<file path="config.mk">
export PLATFORM = sky130hd
export DESIGN_NAME = step_pulse_gen
export DESIGN_NICKNAME = d
export VERILOG_FILES = /design/src/rtl/step_pulse_gen.sv
export SDC_FILE = /design/constraint.sdc
export NUM_CORES = 1
export LEC_CHECK = 0
export ABC_AREA = 1
export CAP_MARGIN = 20
export CORE_UTILIZATION = 45
export CTS_BUF_LIST = sky130_fd_sc_hd__clkbuf_8
export DETAILED_ROUTE_END_ITERATION = 8
export DONT_BUFFER_PORTS = 1
export MAX_ROUTING_LAYER = met4
export SYNTH_ARGS = -nofsm -noshare
export SYNTH_HDL_FRONTEND = slang
export SYNTH_SLANG_ARGS = --single-unit
export TNS_END_PERCENT = 10
</file>
<file path="constraint.sdc">
create_clock -name CLOCK_50 -period 1.69 [get_ports CLOCK_50]
set_clock_uncertainty 0.2 [all_clocks]
set_input_delay 0.2535 -clock CLOCK_50 [delete_from_list [all_inputs] [get_ports CLOCK_50]]
set_output_delay 0.2535 -clock CLOCK_50 [all_outputs]
set_load 0.01 [all_outputs]
</file>
<file path="src/rtl/step_pulse_gen.sv">
// Step clock-enable generator: debounced single-step key or fixed-rate auto-run,
// with a 16-bit count of issued steps.
module step_pulse_gen #(
  parameter int DEBOUNCE_CYCLES = 500000,
  parameter int RUN_DIV         = 12500000
) (
  input  logic        CLOCK_50,
  input  logic        Resetn,
  input  logic        KeyIn,
  input  logic        RunMode,
  output logic        Step,
  output logic        Pressed,
  output logic [15:0] StepCount
);

  localparam int DW = $clog2(DEBOUNCE_CYCLES);
  localparam int RW = $clog2(RUN_DIV);
  localparam logic [DW-1:0] DEB_LAST  = DW'(DEBOUNCE_CYCLES - 1);
  localparam logic [RW-1:0] RATE_LAST = RW'(RUN_DIV - 1);

  typedef enum logic [1:0] {S_IDLE, S_HELD, S_RUN} state_t;

  state_t          r_state;
  state_t          w_state_next;
  logic            w_raw;
  logic            w_rise;
  logic            w_rate_term;
  logic            w_step_set;
  logic            w_rate_run;
  logic            r_pressed;
  logic            r_pressed_d;
  logic [DW-1:0]   r_deb_cnt;
  logic [RW-1:0]   r_rate_cnt;
  logic            r_step;
  logic [15:0]     r_step_count;

  assign w_raw       = ~KeyIn;
  assign w_rise      = r_pressed & ~r_pressed_d;
  assign w_rate_term = (r_rate_cnt == RATE_LAST);

  assign Step      = r_step;
  assign Pressed   = r_pressed;
  assign StepCount = r_step_count;

  // Level flips only after DEBOUNCE_CYCLES consecutive differing samples.
  always_ff @(posedge CLOCK_50 or negedge Resetn) begin
    if (!Resetn) begin
      r_pressed   <= 1'b0;
      r_pressed_d <= 1'b0;
      r_deb_cnt   <= '0;
    end else begin
      r_pressed_d <= r_pressed;
      if (w_raw == r_pressed) begin
        r_deb_cnt <= '0;
      end else if (r_deb_cnt == DEB_LAST) begin
        r_pressed <= w_raw;
        r_deb_cnt <= '0;
      end else begin
        r_deb_cnt <= r_deb_cnt + DW'(1);
      end
    end
  end

  always_ff @(posedge CLOCK_50 or negedge Resetn) begin
    if (!Resetn) begin
      r_state <= S_IDLE;
    end else begin
      r_state <= w_state_next;
    end
  end

  always_comb begin
    w_state_next = r_state;
    case (r_state)
      S_IDLE: begin
        if (RunMode)     w_state_next = S_RUN;
        else if (w_rise) w_state_next = S_HELD;
      end
      S_HELD: begin
        if (RunMode)         w_state_next = S_RUN;
        else if (!r_pressed) w_state_next = S_IDLE;
      end
      S_RUN: begin
        if (!RunMode) w_state_next = r_pressed ? S_HELD : S_IDLE;
      end
      default: w_state_next = S_IDLE;
    endcase
  end

  // Run mode entering in the same cycle as a key edge suppresses the manual step.
  always_comb begin
    w_step_set = 1'b0;
    w_rate_run = 1'b0;
    case (r_state)
      S_IDLE: w_step_set = ~RunMode & w_rise;
      S_RUN: begin
        if (RunMode) begin
          w_rate_run = 1'b1;
          w_step_set = w_rate_term;
        end
      end
      default: begin
        w_step_set = 1'b0;
        w_rate_run = 1'b0;
      end
    endcase
  end

  // Rate counter is held at zero outside RUN so every entry starts a full period.
  always_ff @(posedge CLOCK_50 or negedge Resetn) begin
    if (!Resetn) begin
      r_rate_cnt   <= '0;
      r_step       <= 1'b0;
      r_step_count <= '0;
    end else begin
      if (w_rate_run) begin
        r_rate_cnt <= w_rate_term ? '0 : r_rate_cnt + RW'(1);
      end else begin
        r_rate_cnt <= '0;
      end
      r_step <= w_step_set;
      if (w_step_set) begin
        r_step_count <= r_step_count + 16'd1;
      end
    end
  end

endmodule

</file>
==> results_dict.tcl, run 1 <==
set metrics [dict create \
    outcome "finished with violations" \
    violations "negative hold slack, negative setup slack" \
    final_cell_mix "135 x nand2_1, 99 x nor2_1, 63 x dfrtp_1, 56 x inv_1, 38 x nand3_1" \
    via_per_inst 4.99 \
    avgSynthCellArea_um2 7.26 \
    dr_total_vias 3259 \
    cts_inserted_buffers 9 \
    final_hold_viol_count 64 \
    synth_mux_area_share_pct 0 \
    ir_worst_vdd_mv 0.454 \
    wl_met1_um 4150 \
    worstSkewPairLatency_ns 0.34 \
    powerDensity_mw_per_mm2 747 \
    dpl.cell_count 633 \
    worstPathMaxFanout 6 \
    final_core_util_pct 55.3 \
    drc 0 \
    syn_inst 509 \
    synth_top_family_by_area "simple AND/OR/NAND/NOR gates" \
    initialDrtViolationCount 107 \
    p_leak_nw 1.90 \
    grt-ovfl-total 0 \
    grt_pass1_vias 3198 \
    min_period_ns 1.74 \
    antenna_found_initial 0 \
    max-clock-path-buffers 2 \
    detailed_place_hpwl_um 5980 \
    hp-class "primary input to asynchronous set/reset pin" \
    fin_hold_ws_ns -0.604 \
    ys_seq_elements 64 \
    route.met2.wl_um 3800 \
    final_common_cell "nand2_1" \
    max_slew.worst_pin.slew_ns 0.356 \
    power_w 0.00324 \
    synthSimpleGateAreaFrac_pct 40.1 \
    met3_length_um 258 \
    clock-root-buffer "clkbuf_8" \
    synth_compound_gate_area_share_pct 3.22 \
    worstSetupStartpointType "flop" \
    synth-xor-area-share_pct 5.45 \
    synth_cell_type_count 28 \
    row_count 32 \
    grt_max_degree 65 \
    cts_hold_buf 2 \
    syn2layout_area_growth_pct 17.5 \
    cts_tree "built" \
    dieArea_mm2 0.00857 \
    synth_nets 516 \
    firstDrtPassIters 5 \
    critPathKind "flop to flop" \
    globalplace.congestion 0.920 \
    h-tree-depth 3 \
    grt_pass1_wl_um 14500 \
    fin_cells 653 \
    highest_layer "met4" \
    arrival_ns 1.78 \
    fp.dieH_um 92.6 \
    core_area_mm2 0.00785 \
    rsz0062_at_grt "yes" \
    dpl_worst_slack_ns -0.0273 \
    nNetsFinal 553 \
    drive_gt1_share_pct 16.0 \
    wirelength_um 8360 \
    syn_area_mm2 0.00369 \
    endpoint_kind "flop" \
    ant_nets 0 \
    path_clk_slew_ns 0.08 \
    io_pins 22 \
    portBuffers 0 \
    diodes 0 \
    timing.fmax_mhz 574 \
    seq_area_frac_synth_pct 43.4 \
    tns_ns -0.363 \
    synthAdderAreaFrac_pct 1.02 \
    setup_viol 18 \
    wire_per_inst_um 12.8 \
    worstPathRequired_ns 1.73 \
    initial_core_util_pct 47.1 \
    clock-sinks 64 \
    slew_violations 0 \
    track_usage_pct 22.1 \
    yosys_warnings 0 \
    maxCapViolations 0 \
    slew_headroom_pct 76.2 \
    setup_slack_ns -0.0527 \
    post-route-period-util_pct 103 \
    die_w_um 92.6 \
]
## state kept, by name (all words and copies together) (netlist names)
name,cells
r_rate_cnt,24
r_deb_cnt,19
StepCount,16
r_state,2
Pressed,1
Step,1
r_pressed_d,1
## Yosys cell counts (all sizes together)
| library cell | count | area [µm²] |
|---|---|---|
| inv | 56 | 210 |
| nand3 | 46 | 258 |
| nand2 | 151 | 604 |
| buf | 4 | 35.0 |
| dfrtp | 64 | 1600 |
| nor3b | 3 | 22.5 |
| nor3 | 10 | 50.1 |
| clkbuf | 2 | 7.51 |
| a211oi | 1 | 7.51 |
| nand3b | 2 | 15.0 |
| xor2 | 14 | 123 |
| a21oi | 9 | 45.0 |
| a31oi | 3 | 18.8 |
| o21ai | 8 | 40.0 |
| nor2 | 111 | 457 |
| xnor2 | 9 | 78.8 |
| ha | 3 | 37.5 |
| o21bai | 1 | 7.51 |
| nand4 | 11 | 68.8 |
| or2 | 1 | 6.26 |
## kinds of logic after synthesis
group | after synthesis
AOI/OAI and AO/OA | 22
xor gates and xnor gates | 23
adders and majority gates | 3
buffers and inverters | 62
DFF | 64
and+or+nand+nor | 335
## cell type report
type | count | area (µm²)
repair buffers | 32 | 253
well taps | 102 | 128
clock buffers | 10 | 138
flip-flops and latches | 64 | 1600
inverters | 56 | 213
multi-input cells | 383 | 1920
clock inverters | 6 | 83.8
fillers | 781 | 3510
## path summary, 6_finish.rpt
check	startpoint	endpoint	slack [ns]	cells past startpoint
max	r_rate_cnt[0]$_DFF_PN0_	r_rate_cnt[18]$_DFF_PN0_	-0.05	9
min	Resetn	r_rate_cnt[23]$_DFF_PN0_	-0.60	0
max reg2reg	r_rate_cnt[0]$_DFF_PN0_	r_rate_cnt[18]$_DFF_PN0_	-0.05	9
min reg2reg	r_deb_cnt[0]$_DFF_PN0_	r_deb_cnt[0]$_DFF_PN0_	0.27	1
max in group asynchronous	Resetn	r_deb_cnt[2]$_DFF_PN0_	1.79	0
min in group CLOCK_50	r_deb_cnt[0]$_DFF_PN0_	r_deb_cnt[0]$_DFF_PN0_	0.27	1
## routing by layer
layer	vias to the layer above	GRT usage (%)
met5	-	-
met2	46	33.8
met4	0	8.72
li1	1667	-
met1	1529	29.7
met3	17	3.04
## metrics by stage
step / hold WS [ns] / cell area (µm²)
floorplan: -0.242 / 3690
global placement: -0.240 / 3990
detailed placement: -0.240 / 3990
CTS: -0.618 / 4250
global route: -0.626 / 4340
finish: -0.604 / 4340
## worst max-delay path, stage by stage, from the launching register on
cell	delay (ns)
dfrtp_1	0.39
ha_2	0.23
nand3_4	0.10
inv_4	0.08
nand3b_1	0.12
buf_6	0.15
nor2_4	0.19
nand3_2	0.08
nand2_1	0.07
nor2_1	0.04
## where the power goes
group / total (W) / leakage, nW / internal [W] / switching [W]
sequential: 0.00158 / 0.876 / 0.00156 / 0.0000260
combinational: 0.000174 / 0.917 / 0.0000635 / 0.000111
clock: 0.00149 / 0.110 / 0.000863 / 0.000623
## what timing repair did
action,4_1_cts,5_1_grt
endpoints found under the hold margin,69,64
cloned,0,0
pin swaps,3,3
endpoints found under the setup margin,17,49
setup buffers,0,2
gates resized for setup,4,21
No activity file was read; power rests on OpenSTA's default activity.
==> run 2, diff against run 1 <==
--- a/config.mk
+++ b/config.mk
@@ -12,6 +12,7 @@
 export DETAILED_ROUTE_END_ITERATION = 8
 export DONT_BUFFER_PORTS = 1
 export MAX_ROUTING_LAYER = met4
+export SLEW_MARGIN = 20
 export SYNTH_ARGS = -nofsm -noshare
 export SYNTH_HDL_FRONTEND = slang
 export SYNTH_SLANG_ARGS = --single-unit
==> results of run 2 <==
Same layout as run 1: the final DEF is identical, and so are final timing and power.
==> run 3, diff against run 2 <==
--- a/config.mk
+++ b/config.mk
@@ -7,10 +7,12 @@
 export LEC_CHECK = 0
 export ABC_AREA = 1
 export CAP_MARGIN = 20
+export CORE_MARGIN = 2
 export CORE_UTILIZATION = 45
 export CTS_BUF_LIST = sky130_fd_sc_hd__clkbuf_8
 export DETAILED_ROUTE_END_ITERATION = 8
 export DONT_BUFFER_PORTS = 1
+export HOLD_SLACK_MARGIN = 0.05
 export MAX_ROUTING_LAYER = met4
 export SLEW_MARGIN = 20
 export SYNTH_ARGS = -nofsm -noshare
==> run 3 against run 2 <==
Effect of this change: the flow finishes with violations (negative hold slack); cell area up 0.69%; routed wire length shrank 2.5%; worst hold slack improved by 0.0034 ns; clock-buffer cell count increased by 1; die area up 4.4%; via count fell by 2.0%; combinational power grew 2%; non-clock buffer count increased by 5; setup slack improved by 0.069 ns.
==> results_dict.tcl, run 3 (same netlist as run 1, synthesis figures left out) <==
set metrics [dict create \
    outcome "finished with violations" \
    violations "negative hold slack" \
    grt_max_degree 65 \
    worstPathRequired_ns 1.73 \
    portBuffers 0 \
    io_pins 22 \
    path_clk_slew_ns 0.08 \
    initial_core_util_pct 45.6 \
    via_per_inst 4.83 \
    setup_viol 0 \
    cts_tree "built" \
    final_cell_mix "134 x nand2_1, 98 x nor2_1, 64 x dfrtp_1, 54 x inv_1, 34 x nand3_1" \
    diodes 0 \
    ant_nets 0 \
    detailed_place_hpwl_um 5880 \
    dieArea_mm2 0.00895 \
    worstSkewPairLatency_ns 0.34 \
    rsz0062_at_grt "yes" \
    grt_pass1_vias 3077 \
    max_slew.worst_pin.slew_ns 0.339 \
    final_hold_viol_count 64 \
    slew_headroom_pct 77.2 \
    drive_gt1_share_pct 18.0 \
    drc 0 \
    antenna_found_initial 0 \
    cts_hold_buf 2 \
    p_leak_nw 1.92 \
    fin_hold_ws_ns -0.600 \
    post-route-period-util_pct 99.0 \
    min_period_ns 1.67 \
    core_area_mm2 0.00809 \
    nNetsFinal 558 \
    initialDrtViolationCount 147 \
    maxCapViolations 0 \
    fin_cells 661 \
    clock-root-buffer "clkbuf_8" \
    h-tree-depth 3 \
    hp-class "primary input to asynchronous set/reset pin" \
    worstSetupStartpointType "flop" \
    worstPathMaxFanout 8 \
    wire_per_inst_um 12.3 \
    grt-ovfl-total 0 \
    endpoint_kind "flop" \
    timing.fmax_mhz 598 \
    syn2layout_area_growth_pct 18.3 \
    firstDrtPassIters 5 \
    die_w_um 94.6 \
    clock-sinks 64 \
    grt_pass1_wl_um 13800 \
    final_common_cell "nand2_1" \
    slew_violations 0 \
    wirelength_um 8150 \
    max-clock-path-buffers 2 \
    ir_worst_vdd_mv 0.471 \
    largest_register_ff_count 24 \
    regMostFlops "r_rate_cnt" \
    fp.dieH_um 94.6 \
    powerDensity_mw_per_mm2 716 \
    critPathKind "flop to flop" \
    arrival_ns 1.71 \
    globalplace.congestion 0.912 \
    cts_inserted_buffers 9 \
    dr_total_vias 3195 \
    power_w 0.00313 \
    row_count 33 \
    dpl.cell_count 641 \
    track_usage_pct 20.2 \
]
==> run 3: cell count changes in the layout (fill, tap and decap cells not counted), moves of 2 or more <==
cell / before / now
inv_1: 56 / 54
nand3_1: 38 / 34
buf_4: 28 / 33
nor2_4: 7 / 5
inv_2: 0 / 2
nand3_2: 6 / 11
nor2_2: 5 / 8
==> run 3: cell type report <==
cell class              count  area (µm²)
clock buffers              11         151
well taps                 105         131
inverters                  56         210
clock inverters             5        55.1
flip-flops and latches     64        1600
fillers                   776        3720
multi-input cells         383        1930
repair buffers             37         290
==> run 3: worst paths after layout <==
path	start	endpoint	slack, ns	cells after the start
min in group CLOCK_50	r_deb_cnt[0]$_DFF_PN0_	r_deb_cnt[0]$_DFF_PN0_	0.26	1
setup / recovery	r_rate_cnt[1]$_DFF_PN0_	StepCount[13]$_DFFE_PN0P_	0.02	9
setup reg to reg	r_rate_cnt[1]$_DFF_PN0_	StepCount[13]$_DFFE_PN0P_	0.02	9
hold reg to reg	r_deb_cnt[0]$_DFF_PN0_	r_deb_cnt[0]$_DFF_PN0_	0.26	1
hold / removal	Resetn	StepCount[6]$_DFFE_PN0P_	-0.60	0
max in group asynchronous	Resetn	r_deb_cnt[2]$_DFF_PN0_	1.79	0
==> run 3: repair_timing <==
item	in CTS	in global routing
pin swaps	1	5
hold endpoints to repair	77	64
buffers inserted	0	2
gates cloned	0	0
resized for setup	3	25
setup endpoints to repair	22	46
==> run 3: metal layers <==
layer / vias to the layer above / global-route usage [%] / wire, µm
met3: 5 / 5.43 / 270
met2: 39 / 33.0 / 3950
met5: - / - / 0
met1: 1475 / 25.1 / 3850
met4: 0 / 5.07 / 74
li1: 1676 / - / -
==> run 3: report_power, final <==
group	switching (W)	total, W	internal (W)
sequential	0.0000223	0.00158	0.00156
clock	0.000615	0.00137	0.000756
combinational	0.000113	0.000178	0.0000645
total	0.000751	0.00313	0.00238
==> run 3: worst max-delay path: stages, from the launching register on <==
cell and delay [ns]:
dfrtp_1 0.37, ha_2 0.20, nand3_2 0.10, inv_2 0.09, nand2_2 0.06, nor2_4 0.13, nand3_4 0.13, buf_6 0.18
nand3_1 0.06, nand2_1 0.05
==> run 3: metrics by stage <==
| stage | setup WS (ns) | setup TNS, ns | instance area (µm²) | util (%) | hold slack, ns |
|---|---|---|---|---|---|
| 2_1_floorplan | 0.0582 | 0 | 3690 | - | -0.242 |
| 3_3_place_gp | 0.00554 | 0 | 4030 | 49.8 | -0.239 |
| 3_5_place_dp | -0.0357 | -0.163 | 4030 | 49.8 | -0.239 |
| 4_1_cts | -0.00418 | -0.00418 | 4260 | 52.7 | -0.619 |
| 5_1_grt | -0.0805 | -1.57 | 4370 | 54.0 | -0.625 |
| 6_report | 0.0164 | 0 | 4370 | 54.0 | -0.600 |
